`src/rtl/axi_lite_sig_master.sv`:
```
// AXI4-Lite master that runs one signature-core job per request: write message,
// write control/start, poll status, read output, return a single result beat.
//
// state        | meaning
// -------------+-------------------------------------------------------------
// S_IDLE       | ready for a job (job_ready = 1)
// S_WR_DATA    | AW/W to data-in register (0x8)
// S_WR_DATA_B  | waiting for B of data-in write
// S_WR_CTRL    | AW/W to control register (0x0): {op, start}
// S_WR_CTRL_B  | waiting for B of control write
// S_RD_STAT    | AR to status register (0x4)
// S_RD_STAT_R  | waiting for status R beat, then decode
// S_RD_OUT     | AR to data-out register (0xC)
// S_RD_OUT_R   | waiting for data-out R beat
// S_RESULT     | result beat presented until res_ready
module axi_lite_sig_master #(
    parameter int ADDR_WIDTH = 4,
    parameter int DATA_WIDTH = 32,
    parameter int POLL_LIMIT = 1024,
    parameter int CNT_WIDTH  = 11
) (
    input  logic                  clk,
    input  logic                  rst_n,
    input  logic                  job_valid,
    output logic                  job_ready,
    input  logic [1:0]            job_op,
    input  logic [DATA_WIDTH-1:0] job_data,
    output logic                  res_valid,
    input  logic                  res_ready,
    output logic [DATA_WIDTH-1:0] res_data,
    output logic [1:0]            res_status,
    output logic [ADDR_WIDTH-1:0] m_axi_awaddr,
    output logic                  m_axi_awvalid,
    input  logic                  m_axi_awready,
    output logic [DATA_WIDTH-1:0] m_axi_wdata,
    output logic [3:0]            m_axi_wstrb,
    output logic                  m_axi_wvalid,
    input  logic                  m_axi_wready,
    input  logic [1:0]            m_axi_bresp,
    input  logic                  m_axi_bvalid,
    output logic                  m_axi_bready,
    output logic [ADDR_WIDTH-1:0] m_axi_araddr,
    output logic                  m_axi_arvalid,
    input  logic                  m_axi_arready,
    input  logic [DATA_WIDTH-1:0] m_axi_rdata,
    input  logic [1:0]            m_axi_rresp,
    input  logic                  m_axi_rvalid,
    output logic                  m_axi_rready
);

    localparam logic [3:0] S_IDLE      = 4'd0;
    localparam logic [3:0] S_WR_DATA   = 4'd1;
    localparam logic [3:0] S_WR_DATA_B = 4'd2;
    localparam logic [3:0] S_WR_CTRL   = 4'd3;
    localparam logic [3:0] S_WR_CTRL_B = 4'd4;
    localparam logic [3:0] S_RD_STAT   = 4'd5;
    localparam logic [3:0] S_RD_STAT_R = 4'd6;
    localparam logic [3:0] S_RD_OUT    = 4'd7;
    localparam logic [3:0] S_RD_OUT_R  = 4'd8;
    localparam logic [3:0] S_RESULT    = 4'd9;

    localparam logic [ADDR_WIDTH-1:0] ADDR_CTRL = ADDR_WIDTH'(0);
    localparam logic [ADDR_WIDTH-1:0] ADDR_STAT = ADDR_WIDTH'(4);
    localparam logic [ADDR_WIDTH-1:0] ADDR_DIN  = ADDR_WIDTH'(8);
    localparam logic [ADDR_WIDTH-1:0] ADDR_DOUT = ADDR_WIDTH'(12);

    localparam logic [1:0] ST_OK      = 2'd0;
    localparam logic [1:0] ST_CORE    = 2'd1;
    localparam logic [1:0] ST_TIMEOUT = 2'd2;
    localparam logic [1:0] ST_BUS     = 2'd3;

    logic [3:0]           state;
    logic [1:0]           op_q;
    logic [CNT_WIDTH-1:0] poll_cnt;
    logic [CNT_WIDTH-1:0] poll_nxt;
    logic                 aw_done;
    logic                 w_done;

    // Handshake/valid outputs derive from state or registered flags so that
    // reset drops them asynchronously.
    assign job_ready    = (state == S_IDLE);
    assign res_valid    = (state == S_RESULT);
    assign m_axi_bready = (state == S_WR_DATA_B) || (state == S_WR_CTRL_B);
    assign m_axi_rready = (state == S_RD_STAT_R) || (state == S_RD_OUT_R);
    assign m_axi_wstrb  = 4'hF;

    assign aw_done  = !m_axi_awvalid || m_axi_awready;
    assign w_done   = !m_axi_wvalid || m_axi_wready;
    assign poll_nxt = poll_cnt + CNT_WIDTH'(1);

    always_ff @(posedge clk or negedge rst_n) begin
        if (!rst_n) begin
            state         <= S_IDLE;
            op_q          <= 2'd0;
            poll_cnt      <= '0;
            m_axi_awaddr  <= '0;
            m_axi_awvalid <= 1'b0;
            m_axi_wdata   <= '0;
            m_axi_wvalid  <= 1'b0;
            m_axi_araddr  <= '0;
            m_axi_arvalid <= 1'b0;
            res_data      <= '0;
            res_status    <= 2'd0;
        end else begin
            case (state)
                S_IDLE: begin
                    if (job_valid) begin
                        op_q          <= job_op;
                        m_axi_wdata   <= job_data;
                        m_axi_awaddr  <= ADDR_DIN;
                        m_axi_awvalid <= 1'b1;
                        m_axi_wvalid  <= 1'b1;
                        poll_cnt      <= '0;
                        state         <= S_WR_DATA;
                    end
                end
                S_WR_DATA, S_WR_CTRL: begin
                    if (m_axi_awready) m_axi_awvalid <= 1'b0;
                    if (m_axi_wready)  m_axi_wvalid  <= 1'b0;
                    if (aw_done && w_done)
                        state <= (state == S_WR_DATA) ? S_WR_DATA_B : S_WR_CTRL_B;
                end
                S_WR_DATA_B: begin
                    if (m_axi_bvalid) begin
                        if (m_axi_bresp != 2'b00) begin
                            res_data   <= '0;
                            res_status <= ST_BUS;
                            state      <= S_RESULT;
                        end else begin
                            m_axi_awaddr  <= ADDR_CTRL;
                            m_axi_wdata   <= DATA_WIDTH'({op_q, 1'b1});
                            m_axi_awvalid <= 1'b1;
                            m_axi_wvalid  <= 1'b1;
                            state         <= S_WR_CTRL;
                        end
                    end
                end
                S_WR_CTRL_B: begin
                    if (m_axi_bvalid) begin
                        if (m_axi_bresp != 2'b00) begin
                            res_data   <= '0;
                            res_status <= ST_BUS;
                            state      <= S_RESULT;
                        end else begin
                            m_axi_araddr  <= ADDR_STAT;
                            m_axi_arvalid <= 1'b1;
                            state         <= S_RD_STAT;
                        end
                    end
                end
                S_RD_STAT, S_RD_OUT: begin
                    if (m_axi_arready) begin
                        m_axi_arvalid <= 1'b0;
                        state <= (state == S_RD_STAT) ? S_RD_STAT_R : S_RD_OUT_R;
                    end
                end
                S_RD_STAT_R: begin
                    if (m_axi_rvalid) begin
                        if (m_axi_rresp != 2'b00) begin
                            res_data   <= '0;
                            res_status <= ST_BUS;
                            state      <= S_RESULT;
                        end else if (m_axi_rdata[2]) begin
                            res_data   <= '0;
                            res_status <= ST_CORE;
                            state      <= S_RESULT;
                        end else if (m_axi_rdata[1] && !m_axi_rdata[0]) begin
                            m_axi_araddr  <= ADDR_DOUT;
                            m_axi_arvalid <= 1'b1;
                            state         <= S_RD_OUT;
                        end else if (poll_nxt == CNT_WIDTH'(POLL_LIMIT)) begin
                            poll_cnt   <= poll_nxt;
                            res_data   <= '0;
                            res_status <= ST_TIMEOUT;
                            state      <= S_RESULT;
                        end else begin
                            poll_cnt      <= poll_nxt;
                            m_axi_arvalid <= 1'b1;
                            state         <= S_RD_STAT;
                        end
                    end
                end
                S_RD_OUT_R: begin
                    if (m_axi_rvalid) begin
                        if (m_axi_rresp != 2'b00) begin
                            res_data   <= '0;
                            res_status <= ST_BUS;
                        end else begin
                            res_data   <= m_axi_rdata;
                            res_status <= ST_OK;
                        end
                        state <= S_RESULT;
                    end
                end
                S_RESULT: begin
                    if (res_ready) state <= S_IDLE;
                end
                default: state <= S_IDLE;
            endcase
        end
    end

endmodule

```
`config.mk`:
```
export PLATFORM = sky130hd
export DESIGN_NAME = axi_lite_sig_master
export DESIGN_NICKNAME = d
export VERILOG_FILES = /design/src/rtl/axi_lite_sig_master.sv
export SDC_FILE = /design/constraint.sdc
export NUM_CORES = 1
export LEC_CHECK = 0
export BUFFER_PORTS_ARGS = -buffer_cell sky130_fd_sc_hd__buf_2
export CORE_ASPECT_RATIO = 1.4
export CORE_MARGIN = 2
export CORE_UTILIZATION = 50
export CTS_BUF_LIST = sky130_fd_sc_hd__clkbuf_16
export CTS_CLUSTER_SIZE = 30
export DETAILED_ROUTE_END_ITERATION = 10
export PLACE_DENSITY = 0.86
export REMOVE_ABC_BUFFERS = 1
export SLEW_MARGIN = 5
export SYNTH_ARGS = -nofsm -noshare
export SYNTH_HDL_FRONTEND = slang
export SYNTH_SLANG_ARGS = --single-unit
```
`constraint.sdc`:
```
create_clock -name clk -period 5.7 [get_ports clk]
set_clock_uncertainty 0.05 [all_clocks]
set_input_delay 0 -clock clk [delete_from_list [all_inputs] [get_ports clk]]
set_output_delay 0 -clock clk [all_outputs]
set_load 0.03 [all_outputs]
```
### Word-level counts from Yosys, hierarchy flattened

Index checks and enable logic that the tools add are counted.

* reductions and logical operators: 30
* $add $sub $neg: 1
* muxes and demuxes: 72
* equal/unequal tests: 31

Operators by type and width (number)
* $mux 32: 12
* $mux 4: 24
* $pmux 32 s3: 1
* $pmux 32 s2: 1
* $mux 11: 5
* $pmux 4 s8: 1
* $ne 2x2->1 const B: 14
* $pmux 11 s2: 1
* $mux 2: 9
* $eq 4x3->1 const B: 4
* $pmux 4 s2: 2
* $reduce_and 8->1: 2
* $reduce_and 7->1: 2
* $add 11x1->11 const B: 1
* $eq 11x11->1 const B: 1
* $mux 1: 11
* $reduce_and 5->1: 2
* $reduce_bool 2->1: 5
* $pmux 1 s3: 3
* $reduce_bool 3->1: 3
* $eq 4x2->1 const B: 2
* $eq 4x4->1 const B: 2
* $ne 2x1->1 const B: 4
* $pmux 2 s3: 1
* other kinds (13): 21

* output and inout bits: 85
* word-level logic and storage cells: 145
* register bits: 94

### Depth between registers and ports, before layout

Gate-level depths: netlist of run 1.

* depth after elaboration: 8
* gate-level depth with buffers: 7

### Worst setup path before layout of run 1

No wires, ideal clock.

* path kind: register to register
* from: reg poll_cnt[0]
* to: reg m_axi_arvalid
* slack: 3.666 ns
* clock period less this slack: 2.034 ns
* stages on the path, launching flop included: 7
* arrival time: 1.862 ns
* cells stage by stage: dfrtp_1 -> ha_1 -> and4_1 -> and2_1 -> o22a_1 -> or3_1 -> a32o_1

* cells in the longest elaborated chain, start to end: 4

Ends and longest elaborated chain
* start, declared: RTL line 74 `logic [CNT_WIDTH-1:0] poll_cnt;`
* start signal, assigned: RTL line 172 `poll_cnt <= poll_nxt;`
* start signal, assigned: RTL line 177 `poll_cnt <= poll_nxt;`
* $add 11x1->11: RTL line 89 `assign poll_nxt = poll_cnt + CNT_WIDTH'(1);`
* $eq 11x11->1: RTL line 171 `end else if (poll_nxt == CNT_WIDTH'(POLL_LIMIT)) begin`
* $ne 3x3->1 (no line)
* $reduce_and 8->1 (no line)
* end signal, assigned: RTL line 101 `m_axi_arvalid <= 1'b0;`
* end signal, assigned: RTL line 169 `m_axi_arvalid <= 1'b1;`
* end signal, assigned: RTL line 178 `m_axi_arvalid <= 1'b1;`
* end, declared: RTL line 43 `output logic m_axi_arvalid,`

Every way passes these cells.
A chain may end at the register's enable or synchronous reset.

### Final worst setup path of run 1

* from: reg state[1]
* to: reg res_status[1]

* cells in the longest elaborated chain, start to end: 4
* elaborated cells on any way between the ends: 14
* those cells by class: 10 x eq/ne; 1 x mux; 3 x reduce/logical

Ends and longest elaborated chain
* start, declared: RTL line 72 `logic [3:0] state;`
* start signal, assigned: RTL line 121 `state <= (state == S_WR_DATA) ? S_WR_DATA_B : S_WR_CTRL_B;`
* start signal, assigned: RTL line 154 `state <= (state == S_RD_STAT) ? S_RD_STAT_R : S_RD_OUT_R;`
* $eq 4x2->1 / $eq 4x3->1 (equally long branches): RTL line 105 `case (state)`
* $reduce_or 2->1 (no line)
* $ne 2x1->1 (no line) / $reduce_bool 3->1 (equally long branches)
* $reduce_and 7->1 (no line)
* end signal, assigned: RTL line 103 `res_status <= 2'd0;`
* end signal, assigned: RTL line 127 `res_status <= ST_BUS;`
* end signal, assigned: RTL line 142 `res_status <= ST_BUS;`
* end, declared: RTL line 31 `output logic [1:0] res_status,`

Several ways; a longest one is shown, not always the timed one.

==> results of run 1 <==
-- state kept, by name (all words and copies together) (netlist names), 2 cells and up --
name / count
m_axi_wdata: 32
op_q: 2
res_status: 2
state: 4
poll_cnt: 11
res_data: 32
m_axi_araddr: 2
-- worst max-delay path by stage --
stage | start | to | slack (ns) | depth (start not counted)
after global routing | state[1] | res_status[1] | 2.33 | 5
after floorplan | state[1] | res_status[0] | 3.02 | 5
after global placement | state[1] | res_status[1] | 2.68 | 5
after detailed placement | state[1] | res_status[1] | 2.62 | 5
after CTS | state[1] | res_status[1] | 2.61 | 5
final | state[1] | res_status[1] | 2.56 | 5
-- cell families after synthesis --
kind of cell,Yosys count,synth area share (%)
DFF,89,49.3
buffers and inverters,72,7.92
and+or+nand+nor,185,19.9
muxes,38,8.53
adders and majority gates,1,0.277
other,2,0.166
xor gates and xnor gates,1,0.194
AOI/OAI and AO/OA,93,13.7
-- layer usage --
metal | wire length (um) | up-vias
li1 | - | 2026
met1 | 4690 | 2101
met2 | 6980 | 208
met3 | 891 | 54
met4 | 646 | 0
met5 | 0 | -
-- critical path: stages (launching register included) --
cell	delay, ns
dfrtp_1	0.83
nand4bb_1	0.60
nor2_4	0.45
o221ai_1	0.24
nand3_4	0.47
mux2_1	0.37
-- placed cells by master, fill, tap and decap left out, drive strengths merged, types with 7 or more instances in the layout --
| cell | synthesis | final |
|---|---|---|
| buf | 20 | 155 |
| clkbuf | 14 | 9 |
| conb | 2 | 9 |
| dfrtp | 89 | 89 |
| dlygate4sd3 | 0 | 71 |
| inv | 38 | 40 |
| mux2i | 34 | 34 |
| nand2 | 115 | 115 |
| nand3 | 8 | 8 |
| nor2 | 20 | 20 |
| nor2b | 7 | 7 |
| o21ai | 52 | 52 |
-- power groups by stage --
| stage | clock network (mW) | logic (mW) | registers, mW |
|---|---|---|---|
| floorplan | 0 | 0.529 | 1.33 |
| global placement | 0 | 1.22 | 0.984 |
| detailed placement | 0 | 1.25 | 0.998 |
| CTS | 0.539 | 1.29 | 0.987 |
| global route | 0.564 | 1.41 | 1.02 |
| finish | 0.532 | 1.31 | 0.998 |
-- layout make-up --
class / instances / area share, %
Antenna cell: 1 / 0.0402
Clock buffer: 9 / 3.62
Clock inverter: 6 / 0.583
Inverter: 38 / 2.29
Multi-Input combinational cell: 327 / 31.6
Sequential cell: 89 / 35.8
Tap cell: 107 / 2.15
Timing Repair Buffer: 226 / 24.0
-- what timing repair did --
item / in CTS / in global routing
endpoints found under the setup margin: 0 / 0
hold endpoints to repair: 159 / 0
hold buffers: 71 / 0
-- synthesized netlist by cell type, types with 2 or more instances --
library cell,number,area (um2)
dfrtp_1,89,2230
nor4_1,2,12.5
buf_6,6,67.6
or3_1,3,18.8
o21a_1,2,15.0
and4_1,2,17.5
a32o_1,2,20.0
nand4_1,2,12.5
a22o_1,3,26.3
and3_1,2,12.5
or4b_1,3,30.0
nand3_4,2,35.0
mux2i_1,34,340
mux2_2,3,33.8
o21ai_0,50,250
clkbuf_1,14,52.6
o22ai_1,2,12.5
buf_2,4,20.0
nor3_1,4,20.0
nor2b_1,7,43.8
o21ai_1,2,10.0
buf_4,10,75.1
nand2_1,114,428
nor2_1,19,71.3
a31oi_1,5,31.3
nand2b_1,4,25.0
or2_2,2,12.5
conb_1,2,7.51
a21oi_1,5,25.0
and2_1,2,12.5
nand3_1,6,30.0
o31ai_1,5,37.5
inv_1,38,143
==> run metrics, run 1 <==
Post-Route WL=13.2 mm; Sw Ratio=45.4%; Max-cap violations=0; # IOs=~160; die width=around 84 um; leakage power=3.24 nW; Period minus WS final=approximately 3.1 ns; footprint of the multi-input gates=around 2000 um2; Final Wtd Congestion=between 0.9 and 1; hold_sp=m_axi_rresp[1]; internal power=~1.6 mW; combinational share of power=a little under half; first-pass GRT wire length=a little over 20 mm; Tightest Pin Transition=around 1.2 ns; total gr overflow=0; Vias=between 4000 and 5000; met3 GRT Util=5.87%; Clock Power Share=about a fifth; worst path required time=around 6 ns; post-route setup slack=2.56 ns; VDD IR max=around 0.00039 V; reg2reg start=state[1]; vias in the first global route=between 4000 and 5000; post-CTS sizing=0; Total Power=approximately 2.8 mW; Post-synth EDFFs=0; area grow syn2layout=37.8%; Hold Crit Depth=3; First-pass DRT Iterations=5; Fmax=318 MHz; Crit Path Category=register to register; clock sink total=between 80 and 90; crit end category=register; R2R depth=5; Setup-failing EPs final=0; Final Cell Area=approximately 6200 um2; post-route insts no fill=803; die footprint=a little under 10000 um2; Tot GR Track Use=a little over a quarter; async set-reset flop share out of synthesis=100%; Placed Cells incl. Taps=around 720; hold path endpoint=res_status[1]; Crit Reg-Reg Endpoint=res_status[1]; Die H=116 um; DRC errors left=0; starting density of the core=50.9%; Reg clk slew, reported paths=approximately 0.060 ns; Max clock buf depth=2; initial antenna violation count=0; synth warn=0; FF+latch count, synth=slightly below 90; CP max FO=34; r2r setup slk=about 2.6 ns; dominant synthesized flop cell=dfrtp_1; Rel. slew slack=between 20% and 30%; layout cell share with drive strength beyond 1=27.1%; Critical Path AT=about 3.3 ns; grt met2 use=47.1%; RSZ-0062 raised after global routing=no; setup bufs post-CTS=0; 1st-iter DRT viols=247; CTS Buf Count=9; final worst path period share=between 50% and 60%; std cell rows=about 40; DP Area=5250 um2; PortBufs=roughly 150; met1 usage=between 20 and 30%; Hold Slack=0.0195 ns; dpl ws=2.62 ns; Routed Antenna Nets=0; Worst-Skew Late Latency=between 0.3 and 0.4 ns; CP startpoint kind=register; TritonCTS clock tree=done; fin util=70.1%; FILL cells=between 600 and 700; sequential cell area=2230 um2; CTS Root Cell=clkbuf_16; outcome=finished, final reports clean; Flop pwr share=35.1%; area of the core=between 8000 and 9000 um2; Syn Area/Cell=between 9 and 10 um2; largest net degree at the start of global routing=90; setup TNS=0 ns; fin nets=771; GR peak layer=met2; final max-slew violation count=0; via density per instance=around 5.5; register area share after synthesis=49.3%; Routed wire per std cell=roughly 16 um; Net Sw Power=approximately 1.3 mW; HPWL after DPL=between 8 and 9 mm; H-Tree Level Count=3; PD cells=roughly 460 nW/um2; Synth Cell Area=between 4000 and 5000 um2; Cell variety after synth=64; worst hold path class=primary input to register; Post-Synthesis Cells=481; Final Hold Vio Count=0
Note: power is estimated with default switching activity, not from simulation.
==> run 2, diff against run 1 <==
Settings changed: ABC_AREA set to 1, CORE_UTILIZATION 50 to 49, PLACE_DENSITY 0.86 to 0.85.
Clock period 5.7 ns to 3.16 ns, I/O delays scaled along.
==> run 2 against run 1 <==
  * Final area fell by 1.7%
  * Critical path depth rose by 8
  * Total power grew 64%
  * Setup slack lost 1.9 ns
  * Fmax grew 28%
  * Sequential cell count unchanged
  * Register-to-register slack got worse by 1.9 ns
  * First-iteration DRC count rose by 78%
  * Sequential power increased by 62%
  * Cell count is 6.6% higher
  * Synthesized cell count up 11%
==> run metrics, run 2 <==
Synth Cell Area=4360 um2; Final Hold Vio Count=0; most common cell after layout, fill and taps aside=nand2_1; hold_sp=m_axi_rresp[0]; DP Area=just over 5000 um2; Reg clk slew, reported paths=0.07 ns; die footprint=~9700 um2; layout cell share with drive strength beyond 1=a little over a quarter; CP startpoint kind=register; area of the core=8610 um2; first-pass GRT wire length=22.2 mm; top cells by count, synth=163 x nand2_1, 89 x dfrtp_1, 56 x nand3_1, 55 x nor2_1, 36 x inv_1; most numerous cell in the Yosys netlist=nand2_1; Worst path max stage delay=about 0.43 ns; First-pass DRT Iterations=7; Max clock buf depth=2; leakage power=3.32 nW; Final Wtd Congestion=approximately 0.91; PortBufs=154; Buf/Inv on CP=1; Yosys top cell by area=dfrtp_1; Total Power=around 4.7 mW; crit end category=register; Rel. slew slack=approximately 28%; FILL cells=between 600 and 700; fin nets=around 830; # IOs=roughly 160; 1st-iter DRT viols=about 440; Fmax=406 MHz; Post-Synthesis Cells=~530; Setup-failing EPs final=0; die width=approximately 84 um; starting density of the core=50.6%; largest cells by area after synthesis=dfrtp_1 51%, nand2_1 14%, nand3_1 6.4%; Crit Path Category=register to register; largest net degree at the start of global routing=90; CP startpoint=poll_cnt[0]; most frequent cells in the layout=163 x nand2_1, 153 x buf_2, 89 x dfrtp_1; clock sink total=89; async set-reset flop share out of synthesis=100%; RSZ-0062 raised after global routing=no; Final Cell Area=approximately 6100 um2; Post-Route WL=~14 mm; initial antenna violation count=0; total gr overflow=0; synth warn=0; worst hold path class=primary input to register; CTS Root Cell=clkbuf_16; Tightest Pin Transition=between 1 and 1.5 ns; CP top delay family=simple AND/OR/NAND/NOR gates; final worst path period share=77.9%; top flop regs=m_axi_wdata: 32 flops, res_data: 32 flops, poll_cnt: 11 flops; Syn Area/Cell=a little over 8 um2; Critical Path AT=between 2 and 3 ns; vias in the first global route=about 4700; via density per instance=about 5.4; worst path required time=3.35 ns; dominant synthesized flop cell=dfrtp_1; Slowest-stage cell, CP=dfrtp_1; most used cell, CP=nand2_1; Vias=4584; TritonCTS clock tree=done; Routed wire per std cell=between 15 and 20 um; FF+latch count, synth=89; share of the synthesized area in the top cell type=around 50%; Die H=116 um; HPWL after DPL=8.25 mm; register area share after synthesis=between 50% and 60%; post-CTS sizing=0; Routed Antenna Nets=0; Post-synth EDFFs=0; final max-slew violation count=0; Worst-Skew Late Latency=0.35 ns; Max-cap violations=0; CTS Buf Count=9; ANT cells=0; outcome=finished, final reports clean; area grow syn2layout=40.4%; Tot GR Track Use=29.0%; Cell variety after synth=31; VDD IR max=0.000646 V; PD cells=around 760 nW/um2; CP max FO=34; H-Tree Level Count=3; DRC errors left=0; std cell rows=40; Period minus WS final=roughly 2.5 ns; reg2reg start=poll_cnt[0]; Cell Chain, Critical Path=ha_1 -> nand2_1 -> nor2_2 -> nand3_1 -> nand2_1 -> nand2_1 -> nor2_1 -> nand3_1 -> nand2_1 -> buf_4 -> nand2_2 -> nand2_1 -> nand2_1
==> run 2: changes by cell type after synthesis, moves of 6 or more <==
cell     delta
nand3_1    +50
nand2_1    +49
o21ai_0    -37
inv_2       +6
nor2b_1     -7
nor2_1     +36
a22o_1     +26
mux2i_1    -34
==> run 2: worst reg2reg max path, cell delays in order (launching register included) <==
cell and delay, ns:
dfrtp_1 0.43, ha_1 0.22, nand2_1 0.09, nor2_2 0.18
nand3_1 0.10, nand2_1 0.07, nand2_1 0.06, nor2_1 0.14
nand3_1 0.09, nand2_1 0.06, buf_4 0.21, nand2_2 0.40
nand2_1 0.19, nand2_1 0.06
==> run 2: layout make-up <==
cell class,count,area [um2],area share (%)
Clock buffer,9,225,3.68
Tap cell,105,131,2.15
Multi-Input combinational cell,376,1810,29.6
Timing Repair Buffer,228,1500,24.5
Sequential cell,89,2230,36.4
Inverter,42,158,2.58
Clock inverter,7,68.8,1.12
==> run 2: cells by family after synthesis <==
logic type	Yosys count	share of synthesized area, %
fa+ha+maj	1	0.287
simple gates	296	28.9
buf+inv	75	8.10
flops	89	51.1
compound gates	70	11.4
other cells	2	0.172
==> run 2: timing repair <==
| action | CTS | global route |
|---|---|---|
| hold buffers | 68 | 0 |
| endpoints found under the hold margin | 156 | 0 |
| buffers inserted | 0 | 0 |
==> run 2: final timing paths <==
| kind | depth (start not counted) | slack, ns | endpoint |
|---|---|---|---|
| max | 13 | 0.70 | res_data[21] |
| min | 6 | 0.02 | res_data[11] |
| max reg2reg | 13 | 0.70 | res_data[21] |
| min reg2reg | 2 | 0.42 | m_axi_araddr[2] |
| max in group asynchronous | 2 | 2.03 | m_axi_wdata[8] |
| min in group asynchronous | 2 | 0.33 | m_axi_wdata[19] |
==> run 2: layer usage <==
layer	GRT usage (%)	part of all wire, %
met2	52.4	52
met5	0	0
met3	6.70	7.5
met4	12.9	3.0
met1	32.9	37
==> run 2: power breakdown <==
group | internal [mW] | leakage [nW] | switching [mW]
logic | 0.600 | 1.99 | 1.38
clock network | 0.558 | 0.146 | 0.506
registers | 1.40 | 1.18 | 0.215
total | 2.56 | 3.32 | 2.10
==> run 2: through the flow <==
stage                     std cells  TNS, ns  hold slack (ns)  utilization, %  setup WS (ns)
after CTS                       856        0           0.0232            71.1          0.730
final                           856        0           0.0239            71.1          0.700
after floorplan                 507    -5.36           -0.346               -         -0.158
after global placement          772        0            0.153            59.8          0.861
after detailed placement        772        0            0.157            59.8          0.747
after global routing            856        0           0.0661            71.1          0.402
